## src/rtl/synth_pkg.sv

```systemverilog
// Shared definitions for the voice mixer: FSM state encoding and a
// constant-foldable ceil(log2) helper used for derived widths.
package synth_pkg;

  typedef enum logic [2:0] {
    ST_IDLE  = 3'd0,
    ST_SEL   = 3'd1,
    ST_ISSUE = 3'd2,
    ST_WAIT  = 3'd3,
    ST_NEXT  = 3'd4,
    ST_OUT   = 3'd5
  } mix_state_t;

  function automatic int clog2(input int value);
    int r;
    int v;
    r = 0;
    v = value - 1;
    while (v > 0) begin
      r = r + 1;
      v = v >> 1;
    end
    return r;
  endfunction

endpackage

```

## src/rtl/voice_mixer.sv

```systemverilog
// Sums gain-scaled voice samples into one saturated output per frame, sharing
// a single external multi-cycle multiplier through its trigger/ready/done handshake.
module voice_mixer
  import synth_pkg::*;
#(
  parameter int C_WIDTH     = 32,
  parameter int FIXED_POINT = 8,
  parameter int NUM_VOICES  = 8,
  parameter int MUL_TIMEOUT = 255
) (
  input  logic                          ctl_clk,
  input  logic                          reset,
  input  logic                          frame_valid,
  input  logic [NUM_VOICES*C_WIDTH-1:0] sample_in,
  input  logic [NUM_VOICES*C_WIDTH-1:0] gain_in,
  input  logic [NUM_VOICES-1:0]         voice_en,
  output logic                          busy,
  output logic [C_WIDTH-1:0]            mix_out,
  output logic                          mix_valid,
  output logic                          clip,
  output logic                          frame_drop,
  output logic                          mul_err,
  output logic [C_WIDTH-1:0]            mul_a,
  output logic [C_WIDTH-1:0]            mul_b,
  output logic                          mul_trigger,
  input  logic                          mul_ready,
  input  logic                          mul_done,
  input  logic [C_WIDTH-1:0]            mul_y
);

  localparam int VOICE_W = clog2(NUM_VOICES);
  localparam int ACC_W   = C_WIDTH + VOICE_W;
  localparam int IDX_W   = (VOICE_W > 0) ? VOICE_W : 1;
  localparam int CNT_W   = clog2(MUL_TIMEOUT + 1);

  localparam logic [ACC_W-1:0] SAT_MAX   = ACC_W'({C_WIDTH{1'b1}});
  localparam logic [IDX_W-1:0] LAST_IDX  = IDX_W'(NUM_VOICES - 1);
  localparam logic [CNT_W-1:0] CNT_LIMIT = CNT_W'(MUL_TIMEOUT - 1);

  // The gain scaling itself lives in the multiplier; FIXED_POINT only has to agree with it.
  generate
    if (NUM_VOICES < 1 || NUM_VOICES > 64 || FIXED_POINT >= C_WIDTH || MUL_TIMEOUT < 1) begin : g_param_check
      $error("voice_mixer: parameter out of range");
    end
  endgenerate

  mix_state_t state_reg, state_next;

  logic [NUM_VOICES*C_WIDTH-1:0] sample_buf_reg;
  logic [NUM_VOICES*C_WIDTH-1:0] gain_buf_reg;
  logic [NUM_VOICES-1:0]         en_buf_reg;
  logic [ACC_W-1:0]              acc_reg;
  logic [IDX_W-1:0]              idx_reg;
  logic [CNT_W-1:0]              cnt_reg;
  logic                          busy_reg;
  logic [C_WIDTH-1:0]            mix_out_reg;
  logic                          mix_valid_reg;
  logic                          clip_reg;
  logic                          frame_drop_reg;
  logic                          mul_err_reg;

  logic accept;
  logic cnt_clear;
  logic acc_add;
  logic idx_inc;
  logic do_out;
  logic abort;
  logic trigger;

  logic [C_WIDTH-1:0] sample_arr [NUM_VOICES];
  logic [C_WIDTH-1:0] gain_arr   [NUM_VOICES];

  genvar gi;
  generate
    for (gi = 0; gi < NUM_VOICES; gi++) begin : g_unpack
      assign sample_arr[gi] = sample_buf_reg[gi*C_WIDTH +: C_WIDTH];
      assign gain_arr[gi]   = gain_buf_reg[gi*C_WIDTH +: C_WIDTH];
    end
  endgenerate

  // Operands follow the buffered voice index, so they hold through ISSUE and WAIT.
  assign mul_a       = sample_arr[idx_reg];
  assign mul_b       = gain_arr[idx_reg];
  assign mul_trigger = trigger;

  assign busy       = busy_reg;
  assign mix_out    = mix_out_reg;
  assign mix_valid  = mix_valid_reg;
  assign clip       = clip_reg;
  assign frame_drop = frame_drop_reg;
  assign mul_err    = mul_err_reg;

  always_ff @(posedge ctl_clk or posedge reset) begin
    if (reset) begin
      state_reg <= ST_IDLE;
    end else begin
      state_reg <= state_next;
    end
  end

  always_comb begin
    state_next = state_reg;
    accept     = 1'b0;
    cnt_clear  = 1'b0;
    acc_add    = 1'b0;
    idx_inc    = 1'b0;
    do_out     = 1'b0;
    abort      = 1'b0;
    trigger    = 1'b0;
    case (state_reg)
      ST_IDLE: begin
        if (frame_valid) begin
          accept     = 1'b1;
          state_next = ST_SEL;
        end
      end
      ST_SEL: begin
        if (en_buf_reg[idx_reg]) begin
          cnt_clear  = 1'b1;
          state_next = ST_ISSUE;
        end else begin
          state_next = ST_NEXT;
        end
      end
      ST_ISSUE: begin
        if (mul_ready) begin
          trigger    = 1'b1;
          cnt_clear  = 1'b1;
          state_next = ST_WAIT;
        end else if (cnt_reg == CNT_LIMIT) begin
          abort      = 1'b1;
          state_next = ST_IDLE;
        end
      end
      ST_WAIT: begin
        if (mul_done) begin
          acc_add    = 1'b1;
          state_next = ST_NEXT;
        end else if (cnt_reg == CNT_LIMIT) begin
          abort      = 1'b1;
          state_next = ST_IDLE;
        end
      end
      ST_NEXT: begin
        if (idx_reg == LAST_IDX) begin
          state_next = ST_OUT;
        end else begin
          idx_inc    = 1'b1;
          state_next = ST_SEL;
        end
      end
      ST_OUT: begin
        do_out     = 1'b1;
        state_next = ST_IDLE;
      end
      default: state_next = ST_IDLE;
    endcase
  end

  always_ff @(posedge ctl_clk or posedge reset) begin
    if (reset) begin
      sample_buf_reg <= '0;
      gain_buf_reg   <= '0;
      en_buf_reg     <= '0;
      acc_reg        <= '0;
      idx_reg        <= '0;
      cnt_reg        <= '0;
      busy_reg       <= 1'b0;
      mix_out_reg    <= '0;
      mix_valid_reg  <= 1'b0;
      clip_reg       <= 1'b0;
      frame_drop_reg <= 1'b0;
      mul_err_reg    <= 1'b0;
    end else begin
      frame_drop_reg <= frame_valid && (state_reg != ST_IDLE);
      mix_valid_reg  <= do_out;

      if (accept) begin
        sample_buf_reg <= sample_in;
        gain_buf_reg   <= gain_in;
        en_buf_reg     <= voice_en;
        acc_reg        <= '0;
        idx_reg        <= '0;
        busy_reg       <= 1'b1;
      end

      if (acc_add) begin
        acc_reg <= acc_reg + ACC_W'(mul_y);
      end

      if (idx_inc) begin
        idx_reg <= idx_reg + 1'b1;
      end

      if (cnt_clear) begin
        cnt_reg <= '0;
      end else if (state_reg == ST_ISSUE || state_reg == ST_WAIT) begin
        cnt_reg <= cnt_reg + 1'b1;
      end

      // The accumulator is wide enough to never wrap, so one compare decides saturation.
      if (do_out) begin
        busy_reg <= 1'b0;
        if (acc_reg > SAT_MAX) begin
          mix_out_reg <= '1;
          clip_reg    <= 1'b1;
        end else begin
          mix_out_reg <= acc_reg[C_WIDTH-1:0];
          clip_reg    <= 1'b0;
        end
      end

      if (abort) begin
        busy_reg    <= 1'b0;
        mul_err_reg <= 1'b1;
      end
    end
  end

endmodule

```

## config.mk

```make
export PLATFORM = sky130hd
export DESIGN_NAME = voice_mixer
export DESIGN_NICKNAME = d
export VERILOG_FILES = /design/src/rtl/synth_pkg.sv /design/src/rtl/voice_mixer.sv
export SDC_FILE = /design/constraint.sdc
export NUM_CORES = 2
export LEC_CHECK = 0
export ABC_AREA = 1
export CAP_MARGIN = 20
export CORE_AREA = 2 2 258 260
export DETAILED_ROUTE_END_ITERATION = 7
export DIE_AREA = 0 0 260 262
export PLACE_DENSITY = 0.75
export SLEW_MARGIN = 30
export SYNTH_ARGS = -nofsm -noshare
export SYNTH_HDL_FRONTEND = slang
export SYNTH_SLANG_ARGS = --single-unit
```

## constraint.sdc

```tcl
create_clock -name ctl_clk -period 22.6 [get_ports ctl_clk]
set_input_delay 2.26 -clock ctl_clk [delete_from_list [all_inputs] [get_ports ctl_clk]]
set_output_delay 2.26 -clock ctl_clk [all_outputs]
set_load 0.03 [all_outputs]
```

# Word-level counts from Yosys, hierarchy flattened
# Cells that the tools add are included.
# W data, S select, Z words.
[word_totals]
elab_cells = 77
in_bits = 557
output_inout_bits = 102
ff_bits = 606
[classes]
reduce_logical = 8
n_lt_le_gt_ge = 3
bitwise_logic = 1
eq_ne = 8
muxes = 41
n_addsub = 3
[op_table]
columns = ["cell", "count"]
rows = [
  ["$bmux W32 S3", 2],
  ["$mux W32", 5],
  ["$mux W35", 2],
  ["$add A35 B32 Y35", 1],
  ["$gt A35 B32 Y1 const B", 1],
  ["$mux W3", 8],
  ["$mux W1", 18],
  ["$mux W8", 2],
  ["$pmux W3 S5", 1],
  ["$eq A3 B3 Y1 const B", 3],
  ["$add A8 B1 Y8 const B", 1],
  ["$eq A8 B8 Y1 const B", 1],
  ["$eq A3 B2 Y1 const B", 2],
  ["$reduce_bool A2 Y1", 3],
  ["$reduce_bool A3 Y1", 2],
  ["$ge A4 B4 Y1 const B", 1],
  ["$lt A3 B4 Y1 const B", 1],
  ["$not A3 Y4", 1],
  ["$pmux W1 S2", 2],
  ["$add A3 B1 Y3 const B", 1],
  ["$bmux W1 S3", 1],
  ["$eq A3 B1 Y1 const B", 1],
  ["$logic_not A3 Y1", 1],
  ["$ne A2 B2 Y1 const B", 1],
  ["other kinds (2)", 2],
]

# Longest topological paths before layout
[logic_depth]
depth_word = 5
mapped_depth = 14
ltp_nobuf = 14

# Least setup slack after synthesis
# No wires, ideal clock.
[synth_path]
path_kind = "input -> output"
from = "input port mul_ready"
to = "output port mul_trigger"
arrival_ns = 2.526
cell_stages = 2
setup_slack_ns = 17.814
path_buffers = 0
required_ns = 20.340
path_cell_list = "nand2_1 -> inv_1"
[synth_between]
elab_chain_cells = 2
[synth_rtl]
columns = ["item", "line", "text"]
rows = [
  ["from (decl)", "voice_mixer.sv:26", "input logic mul_ready,"],
  ["$mux W1", "voice_mixer.sv:126", "if (mul_ready) begin"],
  ["$mux W1", "voice_mixer.sv:110", "case (state_reg)"],
  ["to (decl)", "voice_mixer.sv:25", "output logic mul_trigger,"],
]
# No other way between the ends.

# Worst setup path after layout
[layout_path]
from = "register idx_reg[0]"
to = "output port mul_a[10]"
[layout_between]
elab_chain_cells = 4
[layout_rtl]
columns = ["item", "line", "text"]
rows = [
  ["from (decl)", "voice_mixer.sv:53", "logic [IDX_W-1:0] idx_reg;"],
  ["from (signal assigned)", "voice_mixer.sv:192", "idx_reg <= idx_reg + 1'b1;"],
  ["$not A3 Y4 (implied by the code)", "voice_mixer.sv:82", "assign mul_a = sample_arr[idx_reg];"],
  ["$bmux W32 S3", "voice_mixer.sv:82", ""],
  ["$mux W32 (implied by the code) (2 in series)", "voice_mixer.sv:82", ""],
  ["to (decl)", "voice_mixer.sv:23", "output logic [C_WIDTH-1:0] mul_a,"],
]
# No other way between the ends. The select of a mux whose other input is x is not followed.

==> metrics.txt <==
dpl cell area=0.0363 mm^2; status=complete, no violations; clock tree buffer depth=3; met1 wire length=42.1 mm; Final Slew Violations=0; Clock Latency Late Sink=0.61 ns; Setup-failing EPs final=0; starting DRC count in detailed routing=2804; clock root buffer=clkbuf_16; cts repair resizes=0; Post-synth EDFFs=0; CTS tree=built; async set-reset flop share out of synthesis=1.00; Routed wire per std cell=19.1 um; Synth Register Bits=606; Core ar.=0.0653 mm^2; Syn Area/Cell=7.64 um^2; Most used DFF post-synth=dfrtp_1; PnR worst setup slack=16.02 ns; met3 WL=7.42 mm; YS warnings=0; routed vias/inst=5.26; Hold WC Path Type=flip-flop to flip-flop; Seq/Total Area, Yosys=0.516; Post-Synthesis Cells=3848; Layout Skew=0.0189 ns; drt pass-1 iters=6; worst rel slew slack=0.336; # Post-CTS Setup Buffers=0; port buffer count=658; GRT Overall Usage=0.290; Crit Path Category=flip-flop to primary output; DRC viols=0; via count=27887; Power Density=134 mW/mm^2; FMAX=152 MHz; largest stage delay on the critical path=0.76 ns; crit share post-route=0.291; Antenna Nets Post-Route=0; crit path cell chain=inv_8 > buf_4 > nor2_1 > o21ai_0 > a21oi_1 > a31oi_1 > clkdlybuf4s50_1; element type at the critical path end=primary output; Max FO, Critical Path=132; Setup WS pre-CTS=16.64 ns; GP Congestion=0.959; Mapped Area=0.0294 mm^2; Initial Util=0.450; uppermost layer routed=met5; Critical Path RT=20.34 ns; Synth cell types=37; Die ar.=0.0681 mm^2; worst path bufs/invs=3; Worst Tran Pin Value=0.996 ns; nets=4971; clock sink count=606; first-pass GRT wire length=152 mm; vias in the first global route=26667; Max-Cap Viols=0; CTS Hold Bufs=0; Cell Rows=94; Ports=659; pin count of the biggest net entering global routing=266; syn nets=4442; share of post-route cells with drive strength above 1=0.0310; fin area=0.0386 mm^2; startpoint types=flip-flop; CTS H-tree depth=3; Final Critical Period=6.58 ns; RSZ-0062 raised after global routing=false; grt total ovfl=0; Critical Path AT=4.32 ns; Area growth syn-to-layout=31.3%; clock-pin slew on the worst setup and hold paths=0.06 ns; critical path's slowest cell=dfrtp_4; cts bufs inserted=66; critical path's top delay family=buffers and inverters; total leakage power=0.0185 uW; initial antenna violation count=27; Fin. Hold Viols=0; setup TNS=0 ns; chip height=262 um; met2 routed WL=47.3 mm; total routed wirelength=101 mm; VDD IR max=0.0928 mV; Die W=260 um; DP HPWL=70.5 mm
## metrics by stage
step | utilization | power (uW) | hold WS, ns | std cells
final | 0.591 | 5170 | 0.471 | 5305
after global routing | 0.591 | 5510 | 0.477 | 5304
after CTS | 0.589 | 5170 | 0.468 | 5279
after detailed placement | 0.557 | 4060 | 0.453 | 5171
after global placement | 0.557 | 4010 | 0.447 | 5170
after floorplan | - | 3270 | 0.444 | 3848
## area by class of cell
type | instances | area [um^2]
antenna | 24 | 60.1
clock buffer | 100 | 1960
clock inverter | 8 | 148
fill | 5927 | 26700
inverter | 349 | 1340
multi-input combinational | 2668 | 11900
sequential | 606 | 15200
tap | 864 | 1080
timing repair buffer | 686 | 6890
## metal layers
metal  vias up  track usage
met5         -            0
li1      13331            -
met3       239       0.0440
met2      1184        0.458
met1     13129        0.392
met4         4        0.144
## worst paths after layout
kind	startpoint	cells past startpoint	endpoint	slack [ns]
min	gain_buf_reg[192]	2	gain_buf_reg[192]	0.47
max reg2reg	state_reg[1]	8	sample_buf_reg[212]	19.04
max	idx_reg[0]	7	mul_a[10]	16.02
min reg2reg	gain_buf_reg[192]	2	gain_buf_reg[192]	0.47
max in group asynchronous	reset	5	gain_buf_reg[178]	17.64
min in group asynchronous	reset	2	sample_buf_reg[248]	2.19
## cells by family after synthesis
group | Yosys count | synth area share
compound gates | 904 | 0.162
xor+xnor | 10 | 0.00298
fa+ha+maj | 37 | 0.0160
buf+inv | 574 | 0.0783
flops | 606 | 0.516
simple gates | 1717 | 0.224
## cells in the final DEF (no fill, tap or decap), types with 4 or more instances in the layout
cell             instances
a2bb2oi_1               32
xnor2_1                  9
bufinv_16                4
dfrtp_1                603
nand4_1                  4
nand3_1                 56
clkbuf_8                12
o21ai_0                543
nand2_1               1503
o22ai_1                  6
a31oi_1                 64
inv_1                  338
ha_1                    36
o21bai_1                 4
diode_2                 24
buf_4                   20
inv_2                    7
clkdlybuf4s50_1        658
o211ai_1                 4
clkbuf_16               69
nor3_1                  15
clkbuf_1                19
nor2_1                 126
a21oi_1                229
o21ai_1                 14
## power breakdown
group | switching (uW) | internal (uW) | total (uW)
registers | 263 | 1590 | 1860
logic | 1430 | 800 | 2230
clock network | 440 | 641 | 1080
## cell usage after synthesis, drive strengths merged, types with 4 or more instances
| library cell | count | area share |
|---|---|---|
| inv | 349 | 0.045 |
| ha | 36 | 0.015 |
| xnor2 | 9 | 0.0027 |
| a21oi | 229 | 0.039 |
| nand4 | 4 | 0.00085 |
| nand3 | 56 | 0.0095 |
| a2bb2oi | 32 | 0.0095 |
| nand2 | 1505 | 0.19 |
| o21bai | 4 | 0.0010 |
| nor2 | 128 | 0.017 |
| buf | 85 | 0.016 |
| clkbuf | 140 | 0.018 |
| o211ai | 4 | 0.0010 |
| nor3 | 16 | 0.0029 |
| a31oi | 64 | 0.014 |
| o22ai | 6 | 0.0013 |
| o21ai | 557 | 0.095 |
| dfrtp | 606 | 0.52 |
## tightest hold or removal path: stages, from the launching register on
cell     delay, ns
dfrtp_1       0.33
nand2_1       0.05
nand2_1       0.05
Note: power is estimated with default switching activity, not from simulation.
